--- config.mk ---
export PLATFORM = sky130hd
export DESIGN_NAME = fft_twiddle_sched
export DESIGN_NICKNAME = d
export VERILOG_FILES = /design/src/rtl/fft_twiddle_sched.sv
export SDC_FILE = /design/constraint.sdc
export NUM_CORES = 1
export LEC_CHECK = 0
export CORE_ASPECT_RATIO = 1.5
export CORE_MARGIN = 10
export CORE_UTILIZATION = 64
export CTS_CLUSTER_SIZE = 20
export DETAILED_ROUTE_END_ITERATION = 7
export PLACE_DENSITY = 0.95
export SLEW_MARGIN = 15
export SYNTH_ARGS = -nofsm -noshare
export SYNTH_HDL_FRONTEND = slang
export SYNTH_SLANG_ARGS = --single-unit
--- constraint.sdc ---
create_clock -name clk -period 18.8 [get_ports clk]
set_input_delay 3.76 -clock clk [delete_from_list [all_inputs] [get_ports clk]]
set_output_delay 3.76 -clock clk [all_outputs]
set_load 0.02 [all_outputs]
--- src/rtl/fft_twiddle_sched.sv ---
// Radix-2 DIT FFT butterfly sequencer: emits top/bottom data addresses and twiddle ROM address per butterfly.
// Optional inter-stage idle gap is compiled in with `define TWIDDLE_SCHED_STAGE_GAP_EN.
module fft_twiddle_sched #(
   parameter int ADDR_W     = 12,
   parameter int GAP_CYCLES = 2
) (
   input  logic              clk,
   input  logic              rst,
   input  logic              start,
   input  logic [3:0]        log2n,
   output logic              busy,
   output logic              done,
   output logic              cfg_err,
   output logic              out_valid,
   input  logic              out_ready,
   output logic [ADDR_W-1:0] addr_top,
   output logic [ADDR_W-1:0] addr_bot,
   output logic [ADDR_W-1:0] tw_addr,
   output logic [3:0]        stage,
   output logic              stage_last
);

`ifdef TWIDDLE_SCHED_STAGE_GAP_EN
   localparam bit GAP_EN = (GAP_CYCLES > 0);
`else
   localparam bit GAP_EN = 1'b0;
`endif
   localparam int GAP_W = (GAP_CYCLES > 1) ? $clog2(GAP_CYCLES) : 1;
   localparam logic [ADDR_W-1:0] ONE = ADDR_W'(1);

   typedef enum logic [1:0] {IDLE, RUN, GAP, FIN} state_t;

   state_t            state_q, state_d;
   logic [3:0]        log2n_q, log2n_d;
   logic [3:0]        s_q, s_d;
   logic [ADDR_W-1:0] b_q, b_d;
   logic [GAP_W-1:0]  gap_q, gap_d;
   logic              busy_q, busy_d;
   logic              done_q, done_d;
   logic              cfg_err_q, cfg_err_d;
   logic              out_valid_q, out_valid_d;
   logic [ADDR_W-1:0] addr_top_q, addr_top_d;
   logic [ADDR_W-1:0] addr_bot_q, addr_bot_d;
   logic [ADDR_W-1:0] tw_addr_q, tw_addr_d;
   logic [3:0]        stage_q, stage_d;
   logic              stage_last_q, stage_last_d;
   logic              load_desc;
   logic [ADDR_W-1:0] nxt_top, nxt_bot, nxt_tw;
   logic              nxt_last;

   function automatic void calc_desc(
      input  logic [3:0]        s,
      input  logic [ADDR_W-1:0] b,
      input  logic [3:0]        l2,
      output logic [ADDR_W-1:0] top,
      output logic [ADDR_W-1:0] bot,
      output logic [ADDR_W-1:0] tw,
      output logic              last
   );
      logic [ADDR_W-1:0] half, j, g, bmax;
      half = ONE << s;
      j    = b & (half - ONE);
      g    = b >> s;
      top  = (g << (s + 4'd1)) | j;
      bot  = top + half;
      // Twiddle stride shrinks with stage so the shared full-size ROM serves every N.
      tw   = j << (4'(ADDR_W - 1) - s);
      bmax = (ONE << (l2 - 4'd1)) - ONE;
      last = (b == bmax);
   endfunction

   always_comb begin
      state_d      = state_q;
      log2n_d      = log2n_q;
      s_d          = s_q;
      b_d          = b_q;
      gap_d        = gap_q;
      busy_d       = busy_q;
      done_d       = 1'b0;
      cfg_err_d    = 1'b0;
      out_valid_d  = out_valid_q;
      addr_top_d   = addr_top_q;
      addr_bot_d   = addr_bot_q;
      tw_addr_d    = tw_addr_q;
      stage_d      = stage_q;
      stage_last_d = stage_last_q;
      load_desc    = 1'b0;

      case (state_q)
         IDLE: begin
            busy_d      = 1'b0;
            out_valid_d = 1'b0;
            if (start) begin
               if (log2n == 4'd0 || int'(log2n) > ADDR_W) begin
                  cfg_err_d = 1'b1;
               end else begin
                  log2n_d     = log2n;
                  s_d         = 4'd0;
                  b_d         = '0;
                  busy_d      = 1'b1;
                  out_valid_d = 1'b1;
                  load_desc   = 1'b1;
                  state_d     = RUN;
               end
            end
         end
         RUN: begin
            if (out_valid_q && out_ready) begin
               if (!stage_last_q) begin
                  b_d       = b_q + ONE;
                  load_desc = 1'b1;
               end else if (s_q < log2n_q - 4'd1) begin
                  s_d = s_q + 4'd1;
                  b_d = '0;
                  if (GAP_EN) begin
                     out_valid_d = 1'b0;
                     gap_d       = GAP_W'(GAP_CYCLES - 1);
                     state_d     = GAP;
                  end else begin
                     load_desc = 1'b1;
                  end
               end else begin
                  out_valid_d = 1'b0;
                  busy_d      = 1'b0;
                  done_d      = 1'b1;
                  state_d     = FIN;
               end
            end
         end
         GAP: begin
            if (gap_q == '0) begin
               out_valid_d = 1'b1;
               load_desc   = 1'b1;
               state_d     = RUN;
            end else begin
               gap_d = gap_q - GAP_W'(1);
            end
         end
         FIN:     state_d = IDLE;
         default: state_d = IDLE;
      endcase

      calc_desc(s_d, b_d, log2n_d, nxt_top, nxt_bot, nxt_tw, nxt_last);
      if (load_desc) begin
         addr_top_d   = nxt_top;
         addr_bot_d   = nxt_bot;
         tw_addr_d    = nxt_tw;
         stage_d      = s_d;
         stage_last_d = nxt_last;
      end
   end

   always_ff @(posedge clk) begin
      if (rst) begin
         state_q      <= IDLE;
         log2n_q      <= '0;
         s_q          <= '0;
         b_q          <= '0;
         gap_q        <= '0;
         busy_q       <= 1'b0;
         done_q       <= 1'b0;
         cfg_err_q    <= 1'b0;
         out_valid_q  <= 1'b0;
         addr_top_q   <= '0;
         addr_bot_q   <= '0;
         tw_addr_q    <= '0;
         stage_q      <= '0;
         stage_last_q <= 1'b0;
      end else begin
         state_q      <= state_d;
         log2n_q      <= log2n_d;
         s_q          <= s_d;
         b_q          <= b_d;
         gap_q        <= gap_d;
         busy_q       <= busy_d;
         done_q       <= done_d;
         cfg_err_q    <= cfg_err_d;
         out_valid_q  <= out_valid_d;
         addr_top_q   <= addr_top_d;
         addr_bot_q   <= addr_bot_d;
         tw_addr_q    <= tw_addr_d;
         stage_q      <= stage_d;
         stage_last_q <= stage_last_d;
      end
   end

   assign busy       = busy_q;
   assign done       = done_q;
   assign cfg_err    = cfg_err_q;
   assign out_valid  = out_valid_q;
   assign addr_top   = addr_top_q;
   assign addr_bot   = addr_bot_q;
   assign tw_addr    = tw_addr_q;
   assign stage      = stage_q;
   assign stage_last = stage_last_q;

endmodule

* Yosys cells after proc, flatten, opt, wreduce, memory -nomap -nowiden
Cells that the tools add are included.
** Operators by class
- Reductions and logical operators :: 11
- Divide/modulo/power cells :: 0
- Add/sub/neg operators :: 10
- Multiply operators :: 0
- Shift-type cells :: 5
- Bitwise operators :: 7
- Order comparisons :: 2
- Multiplexer cells :: 38
- Equality and inequality tests :: 10
** Operators with widths (number)
- $mux 12 :: 5
- $mux 4 :: 8
- $pmux 12 s2 :: 1
- $shl 1x4->12 const A :: 2
- $shl 12x4->12 :: 2
- $sub 12x1->12 const B :: 2
- $mux 1 :: 13
- $add 12x1->12 const B :: 1
- $add 12x12->12 :: 1
- $and 12x12->12 :: 1
- $eq 12x12->1 :: 1
- $mux 2 :: 6
- $ne 2x2->1 const B :: 6
- $or 12x12->12 :: 1
- $shr 12x4->12 :: 1
- $add 4x1->4 const B :: 2
- $pmux 2 s4 :: 1
- $pmux 4 s2 :: 1
- $sub 4x1->4 const B :: 2
- $pmux 1 s3 :: 2
- $reduce_and 6->1 :: 1
- $not 1->1 :: 5
- $reduce_and 5->1 :: 1
- $eq 2x2->1 const B :: 2
- other kinds (15) :: 15
** Storage, ports and cells
- Register bits after elaboration :: 68
- Memories :: 0
- ROM bits :: 0
- Bits of input ports :: 8
- Latch bits :: 0
- RAM bits :: 0
- Word-level logic and storage cells :: 97
- Output and inout bits :: 45

* Longest topological paths before layout
Gate-level depths: netlist of the first run.
- Depth in word-level cells :: 11
- Gate-level depth with buffers :: 29
- Gate-level depth less buffers :: 26

* Least setup slack after synthesis of the first run
OpenSTA, ideal clock, no wires.
- Path type :: input to register
- Start point :: input log2n[0]
- End point :: register addr_bot_q[10], in the netlist addr_bot[10]
- Path buffers :: 6
- Path slack :: 10.027 ns
- Cell stages on the path :: 25
- Setup time :: 0.117 ns
- Data required time :: 18.683 ns
- Arrival time :: 8.656 ns
- Path through :: or4_4 a32oi_2 nand2_1 and3_1 inv_1 buf_6 buf_2 buf_1 ha_1 clkbuf_1 nand2_1 ha_1 clkbuf_1 a2111o_1 a21oi_1 a31oi_1 o21ai_0 ha_1 clkbuf_1 a21o_1 a21oi_1 o31ai_1 a31oi_1 mux2i_1 nand2_1
** On the way
- Longest elaborated chain between the ends :: 10
- Elaborated cells on any way between the ends :: 20
- Those cells by class :: 3 x add/sub; 1 x order compare; 3 x shift; 9 x mux; 2 x bitwise; 2 x reduce/logical
** Ends and longest elaborated chain
- start: declaration :: RTL line 10 : input logic [3:0] log2n,
- $gt 4x4->1 or $logic_not 4->1 (tied branches) :: RTL line 94 : if (log2n == 4'd0 || int'(log2n) > ADDR_W) begin
- $logic_or 1x1->1 (*) :: RTL line 94
- $mux 4 (*) :: RTL line 94
- $mux 4 (*) :: RTL line 93 : if (start) begin
- $pmux 4 s2 (*) :: RTL line 89 : case (state_q)
- named net s_d[0] :: RTL line 35 : logic [3:0] s_q, s_d;
- $shl 1x4->12 :: RTL line 61 : half = ONE << s;
- $sub 12x1->12 :: RTL line 62 : j = b & (half - ONE);
- $and 12x12->12 :: RTL line 62
- $or 12x12->12 (*) :: RTL line 64 : top = (g << (s + 4'd1)) | j;
- named net nxt_top[8] :: RTL line 48 : logic [ADDR_W-1:0] nxt_top, nxt_bot, nxt_tw;
- $add 12x12->12 (*) :: RTL line 65 : bot = top + half;
- end signal: assignment :: RTL line 180 : addr_bot_q <= addr_bot_d;
- end: declaration :: RTL line 43 : logic [ADDR_W-1:0] addr_bot_q, addr_bot_d;
The timed path passes the listed nets; every way through them passes the cells marked *.
A chain may end at the register's enable or synchronous reset.

* Worst setup path in the final report of the first run
- Start point :: input log2n[0]
- End point :: register addr_bot_q[10], in the netlist addr_bot[10]
** On the way
- Longest elaborated chain between the ends :: 10
- Elaborated cells on any way between the ends :: 20
- Those cells by class :: 3 x add/sub; 1 x order compare; 3 x shift; 9 x mux; 2 x bitwise; 2 x reduce/logical
** Ends and longest elaborated chain (RTL line)
- $gt 4x4->1 or $logic_not 4->1 (tied branches) :: 94
- $logic_or 1x1->1 (*) :: 94
- $mux 4 :: 94
- $mux 4 :: 93
- $pmux 4 s2 :: 89
- $shl 1x4->12 :: 61
- $sub 12x1->12 :: 62
- $and 12x12->12 :: 62
- $or 12x12->12 (*) :: 64
- named net nxt_top[0] :: 48
- $add 12x12->12 (*) :: 65
Marks and branches as above.

==> reports/metrics.csv, run 1 <==
stage,metric,value,unit
outcome,run_status,completed,
timing,whs,0.4575,ns
timing,post-route-worst-setup-slack,8.760,ns
clocking,cts_hold_repair.buffers,0,
timing,finalClockSkew,0.008588,ns
placed_design,place_worst_setup_slack,8.833,ns
layout,syn2layout_area_growth,12.89,%
floorplan,fp-row-count,43,
synth,yosysTopAreaCellShare,0.2200,
clocking,clkTransAtPathRegs,0.06,ns
min_path,min_delay_path_class,reg -> reg,
global_route,grt_start_max_net_pins,67,
timing,final_min_period_over_clock_period,0.5341,
layout,finalNetCount,877,
power,leakagePower,2.600,nW
floorplan,start_util,0.6589,
run,drv.max_cap_violation_count,0,
global_route,antenna_found_initial,0,
clocking,cts_max_level,3,
clocking,cts.root.buffer_cell,sky130_fd_sc_hd__clkbuf_16,
synth,yosys_register_bits,67,
routing,vias,6754,
timing,worst_pin_slew,1.068,ns
clocking,ctsLongestPathBuffers,2,
layout,layout.area.seq,1341,um2
min_path,worst_hold_path_depth,2,
clocking,cts_buffers,9,
floorplan,floorplan.core_area,9254,um2
synth,synth_warn,0,
setup_path,crit_arrival,10.26,ns
placed_design,place_congestion,0.9957,
power,p_per_area,75.75,nW/um2
timing,final_report_setup_violation_count,0,
synth,yosysUniqueCellTypes,91,
layout,drive_above_1_share,0.09586,
routing,total_wirelength,21030,um
clocking,tritoncts,built,
power,ir_worst_vdd,0.00007883,V
setup_path,crit_type,in -> reg,
timing,setup-tns-final,0,ns
timing,grt_setup_unrepaired,false,
placed_design,place_hpwl,14890,um
floorplan,dieWidth,99.70,um
routing,via_per_inst,7.057,
synth,synth-seq-area-share,0.2200,
floorplan,die_height,139.5,um
floorplan,die_area,13910,um2
synth,cell_types_occupying_the_most_area_after_synthesis,"sky130_fd_sc_hd__dfxtp_1 (22%), sky130_fd_sc_hd__nor2_1 (6.2%), sky130_fd_sc_hd__ha_1 (5.7%)",
synth,syn-num-nets,864,
layout,n_antenna_cell,0,
synth,synth_async_sr_flop_share,0,
synth,synth.top_cells.by_count,"sky130_fd_sc_hd__nor2_1 (100), sky130_fd_sc_hd__nand2_1 (86), sky130_fd_sc_hd__dfxtp_1 (67)",
clocking,postCtsResizedCells,0,
timing,max_clock_freq,0.09960,GHz
placed_design,place_inst,941,
routing,dr.first_iter.drc_count,1017,
layout,multi_input_area,4385,um2
setup_path,r2r.worst_path.cells,26,
layout,stdcell_count,957,
clocking,cts.sinks,67,
timing,layout_min_cycle_time,10.04,ns
setup_path,critPathRequiredTime,19.02,ns
layout,fillerInstances,728,
global_route,grt_overflow,0,
synth,syn-cell-area,6097,um2
timing,slew-limit-headroom,0.2874,
setup_path,endpoint_kind,flop,
placed_design,port_buffers,52,
synth,synth-edff-count,0,
global_route,grt_first_pass_wirelength,32640,um
global_route,overall_track_demand_over_capacity_in_global_routing,0.2830,
timing,hold_viol,0,
synth,syn-mean-instance-area,7.373,um2
clocking,cts_setup_buffers,0,
power,power,521.4,uW
synth,synth_ff_type,sky130_fd_sc_hd__dfxtp_1,
setup_path,critical_path.startpoint_type,input pin,
routing,drc_errors,0,
routing,wire_per_inst,21.98,um
routing,dr.pass1.iters,7,
clocking,clock_insertion_delay_worst_skew,0.34,ns
global_route,first_global_vias,6493,
synth,netlist.top_cell.by_area,sky130_fd_sc_hd__dfxtp_1,
timing,final-max-slew-violation-count,0,
setup_path,worst-path-max-fanout,39,
synth,postSynthCellCount,827,
synth,synth.most_common_cell,sky130_fd_sc_hd__nor2_1,
routing,final_antenna_net_count,0,
floorplan,design.portCount,53,
## cell type report
class | instances | area share
multi-input cells | 669 | 0.6372
flip-flops and latches | 67 | 0.1949
repair buffers | 66 | 0.09017
clock buffers | 10 | 0.03327
well taps | 112 | 0.02036
inverters | 27 | 0.01472
clock inverters | 6 | 0.009453
## flip-flops by register name, summed over array words and instances (netlist names)
signal / cells
addr_bot: 12
addr_top: 12
b_q: 12
tw_addr: 12
log2n_q: 4
s_q: 4
stage: 4
state_q: 2
busy: 1
cfg_err: 1
done: 1
out_valid: 1
stage_last: 1
## worst paths after layout
| path | from | to | slack (ns) |
|---|---|---|---|
| max | log2n[0] | addr_bot[10] | 8.76 |
| min | addr_bot[6] | addr_bot[6] | 0.46 |
| max reg2reg | log2n_q[0] | addr_bot[10] | 11.65 |
| min reg2reg | addr_bot[6] | addr_bot[6] | 0.46 |
## worst max-delay path, stage by stage
cell	delay [ns]
sky130_fd_sc_hd__clkdlybuf4s50_1	0.45
sky130_fd_sc_hd__or4_4	0.59
sky130_fd_sc_hd__a32oi_2	0.33
sky130_fd_sc_hd__nand2_1	0.12
sky130_fd_sc_hd__and3_1	0.21
sky130_fd_sc_hd__buf_4	0.27
sky130_fd_sc_hd__inv_1	0.84
sky130_fd_sc_hd__ha_1	0.36
sky130_fd_sc_hd__ha_1	0.40
sky130_fd_sc_hd__inv_1	0.22
sky130_fd_sc_hd__nand2_1	0.25
sky130_fd_sc_hd__o22ai_1	0.17
sky130_fd_sc_hd__ha_1	0.24
sky130_fd_sc_hd__inv_1	0.09
sky130_fd_sc_hd__fa_1	0.23
sky130_fd_sc_hd__inv_1	0.09
sky130_fd_sc_hd__a21o_1	0.21
sky130_fd_sc_hd__nor2_1	0.16
sky130_fd_sc_hd__o21ai_0	0.13
sky130_fd_sc_hd__a31o_2	0.26
sky130_fd_sc_hd__a31o_2	0.27
sky130_fd_sc_hd__a31oi_1	0.26
sky130_fd_sc_hd__mux2i_1	0.25
sky130_fd_sc_hd__nand2_1	0.07
## metal layers
layer | up-vias | routed length, um | global-route usage
met5 | - | 0 | 0
met4 | 0 | 1304 | 0.1756
met3 | 117 | 1484 | 0.05104
met2 | 381 | 10560 | 0.4978
met1 | 3148 | 7679 | 0.2994
li1 | 3108 | - | -
## where the power goes
part | internal, mW | total, mW | leakage [nW] | switching [mW]
Clock | 0.103 | 0.173 | 0.143 | 0.0699
Combinational | 0.0668 | 0.178 | 1.91 | 0.112
Sequential | 0.159 | 0.170 | 0.545 | 0.0112
## layout by cell type (no fill, tap or decap), types with 19 or more instances in the layout
cell type and count:
sky130_fd_sc_hd__ha_1 28, sky130_fd_sc_hd__o21ai_0 45, sky130_fd_sc_hd__a21oi_1 49, sky130_fd_sc_hd__o211ai_1 19, sky130_fd_sc_hd__inv_1 25, sky130_fd_sc_hd__mux2i_1 29, sky130_fd_sc_hd__nor2_1 99, sky130_fd_sc_hd__nand3_1 29
sky130_fd_sc_hd__clkdlybuf4s50_1 51, sky130_fd_sc_hd__nor3_1 39, sky130_fd_sc_hd__dfxtp_1 67, sky130_fd_sc_hd__nand2_1 86
## per-stage QoR
step,area [um2],util
floorplan,6097,-
global placement,6589,0.7120
detailed placement,6589,0.7120
CTS,6883,0.7438
global route,6883,0.7438
finish,6883,0.7438
## cell families after synthesis
logic type	after synthesis	synth area share
AO/OA/AOI/OAI	260	0.3152
XOR/XNOR	20	0.02873
adder cells (fa/ha/maj)	30	0.06239
buffers and inverters	91	0.06279
flip-flops	67	0.2200
multiplexers	36	0.06054
AND/OR/NAND/NOR	323	0.2504
Note: power is estimated with default switching activity, not from simulation.
==> run 2: changes to the inputs <==
--- a/config.mk
+++ b/config.mk
@@ -7,10 +7,10 @@
 export LEC_CHECK = 0
 export CORE_ASPECT_RATIO = 1.5
 export CORE_MARGIN = 10
-export CORE_UTILIZATION = 64
+export CORE_UTILIZATION = 54
 export CTS_CLUSTER_SIZE = 20
 export DETAILED_ROUTE_END_ITERATION = 7
-export PLACE_DENSITY = 0.95
+export PLACE_DENSITY = 0.88
 export SLEW_MARGIN = 15
 export SYNTH_ARGS = -nofsm -noshare
 export SYNTH_HDL_FRONTEND = slang
==> constraint.sdc (replaced) <==
create_clock -name clk -period 9.15 [get_ports clk]
set_input_delay 1.83 -clock clk [delete_from_list [all_inputs] [get_ports clk]]
set_output_delay 1.83 -clock clk [all_outputs]
set_load 0.02 [all_outputs]
==> run 2 against run 1 <==
Final cell count grew 3.8%. Wire length fell by 6.0%. Global-route usage shrank 4.6 points. Via count fell by 0.76%. Sequential cell count stayed put. First-iteration DRC count down 13%. Largest cell class unchanged. Highest routed layer unchanged.
==> reports/metrics.csv, run 2 (synthesized netlist as in run 1, its figures left out) <==
stage,metric,value,unit
timing,setup-tns-final,0,ns
floorplan,dieWidth,106.8,um
min_path,min_delay_path_class,reg -> reg,
layout,layout.cells.most_common,sky130_fd_sc_hd__nor2_1,
clocking,cts.root.buffer_cell,sky130_fd_sc_hd__clkbuf_16,
timing,grt_setup_unrepaired,false,
floorplan,start_util,0.5515,
routing,drc_errors,0,
global_route,antenna_found_initial,0,
power,power,1.068,mW
timing,max_clock_freq,0.1408,GHz
setup_path,critical_path.startpoint_type,input pin,
clocking,cts_max_level,3,
routing,vias,6703,
routing,total_wirelength,19770,um
timing,finalClockSkew,0.005286,ns
setup_path,critPathRequiredTime,9.38,ns
routing,final_antenna_net_count,0,
setup_path,crit_path_cell_trace,clkdlybuf4s50_1 > or4_4 > a32oi_2 > nand2_1 > nand3_2 > inv_2 > ha_1 > or2_2 > nand2_1 > o21ai_0 > o21ai_0 > nand2_1 > ha_1 > and2_1 > or2_2 > a31o_2 > a31oi_1 > mux2i_1 > nand2_1,
global_route,grt_first_pass_wirelength,31530,um
routing,dr.pass1.iters,6,
routing,via_per_inst,6.750,
floorplan,floorplan.core_area,11060,um2
floorplan,die_height,150.1,um
layout,n_antenna_cell,0,
clocking,clock_insertion_delay_worst_skew,0.34,ns
outcome,run_status,completed,
setup_path,cp_slowest_stage_delay,0.58,ns
layout,multi_input_area,4385,um2
global_route,grt_overflow,0,
floorplan,die_area,16030,um2
global_route,overall_track_demand_over_capacity_in_global_routing,0.2369,
global_route,first_global_vias,6279,
routing,wire_per_inst,19.91,um
clocking,ctsLongestPathBuffers,2,
placed_design,place_congestion,0.9912,
clocking,postCtsResizedCells,0,
timing,final_report_setup_violation_count,0,
timing,slew-limit-headroom,0.3417,
routing,dr.first_iter.drc_count,889,
floorplan,fp-row-count,47,
layout,highest_count_cells_in_the_layout_ignoring_fill_and_taps,"sky130_fd_sc_hd__nor2_1 (99), sky130_fd_sc_hd__nand2_1 (86), sky130_fd_sc_hd__dfxtp_1 (67)",
floorplan,design.portCount,53,
setup_path,crit_top_cell,sky130_fd_sc_hd__nand2_1,
timing,layout_min_cycle_time,7.103,ns
clocking,cts_setup_buffers,0,
placed_design,place_hpwl,14160,um
layout,layout.area.seq,1341,um2
layout,finalNetCount,878,
setup_path,crit_type,in -> reg,
layout,postLayoutCoreUtil,0.6280,
layout,fillerInstances,987,
global_route,grt_start_max_net_pins,67,
layout,drive_above_1_share,0.09811,
setup_path,endpoint_kind,flop,
power,ir_worst_vdd,0.0001280,V
timing,final_min_period_over_clock_period,0.7763,
setup_path,worst-path-max-fanout,27,
power,leakagePower,2.616,nW
timing,final-max-slew-violation-count,0,
setup_path,crit_arrival,7.33,ns
clocking,clkTransAtPathRegs,0.06,ns
power,p_per_area,153.9,nW/um2
run,drv.max_cap_violation_count,0,
timing,worst_pin_slew,0.9852,ns
layout,syn2layout_area_growth,13.87,%
setup_path,cpMaxStageDelayCell,sky130_fd_sc_hd__or4_4,
timing,hold_viol,0,
clocking,tritoncts,built,
clocking,cts_buffers,9,
clocking,cts_hold_repair.buffers,0,
placed_design,port_buffers,52,
clocking,cts.sinks,67,
run 2: cell count changes in the layout (fill, tap and decap cells not counted), sizes merged:
| cell | delta |
|---|---|
| buf | +1 |
| clkbuf | -1 |
| clkinv | +2 |
| clkinvlp | -1 |
run 2: metal layers:
| metal | track usage | wire length, um |
|---|---|---|
| met5 | 0 | 0 |
| met4 | 0.1447 | 1173 |
| met3 | 0.04365 | 1521 |
| met2 | 0.4140 | 9741 |
| met1 | 0.2588 | 7332 |
run 2: where the power goes:
group	switching (mW)	total, mW	internal, mW
logic	0.223	0.360	0.137
clock network	0.145	0.359	0.213
registers	0.0230	0.349	0.326
run 2: critical path, delay by kind of cell:
kind	cells	cell delay [ns]
simple gates	9	2.28
compound gates	5	1.35
buf+inv	2	0.83
fa+ha+maj	2	0.81
mux	1	0.23
run 2: final cells by class:
cell class | instances | share of cell area
inverter | 27 | 0.01460
clock buffer | 9 | 0.03244
sequential | 67 | 0.1932
tap | 147 | 0.02649
multi-input combinational | 669 | 0.6316
timing repair buffer | 67 | 0.09047
clock inverter | 7 | 0.01117
run 2: worst paths after layout:
check | startpoint | to | slack (ns) | cells after the start
worst max-delay path | log2n[1] | addr_bot[10] | 2.05 | 19
worst min-delay path | addr_bot[4] | addr_bot[4] | 0.46 | 2
worst max register to register | log2n_q[0] | addr_bot[10] | 2.92 | 21
worst min register to register | addr_bot[4] | addr_bot[4] | 0.46 | 2
run 2: per-stage QoR:
stage	worst slack [ns]	hold slack (ns)	cell area, um2	instances
floorplan	2.307	0.5253	6097	827
global placement	1.829	0.4417	6635	977
detailed placement	1.817	0.4523	6635	977
CTS	2.148	0.4666	6938	993
global route	1.803	0.4831	6943	993
finish	2.047	0.4639	6943	993
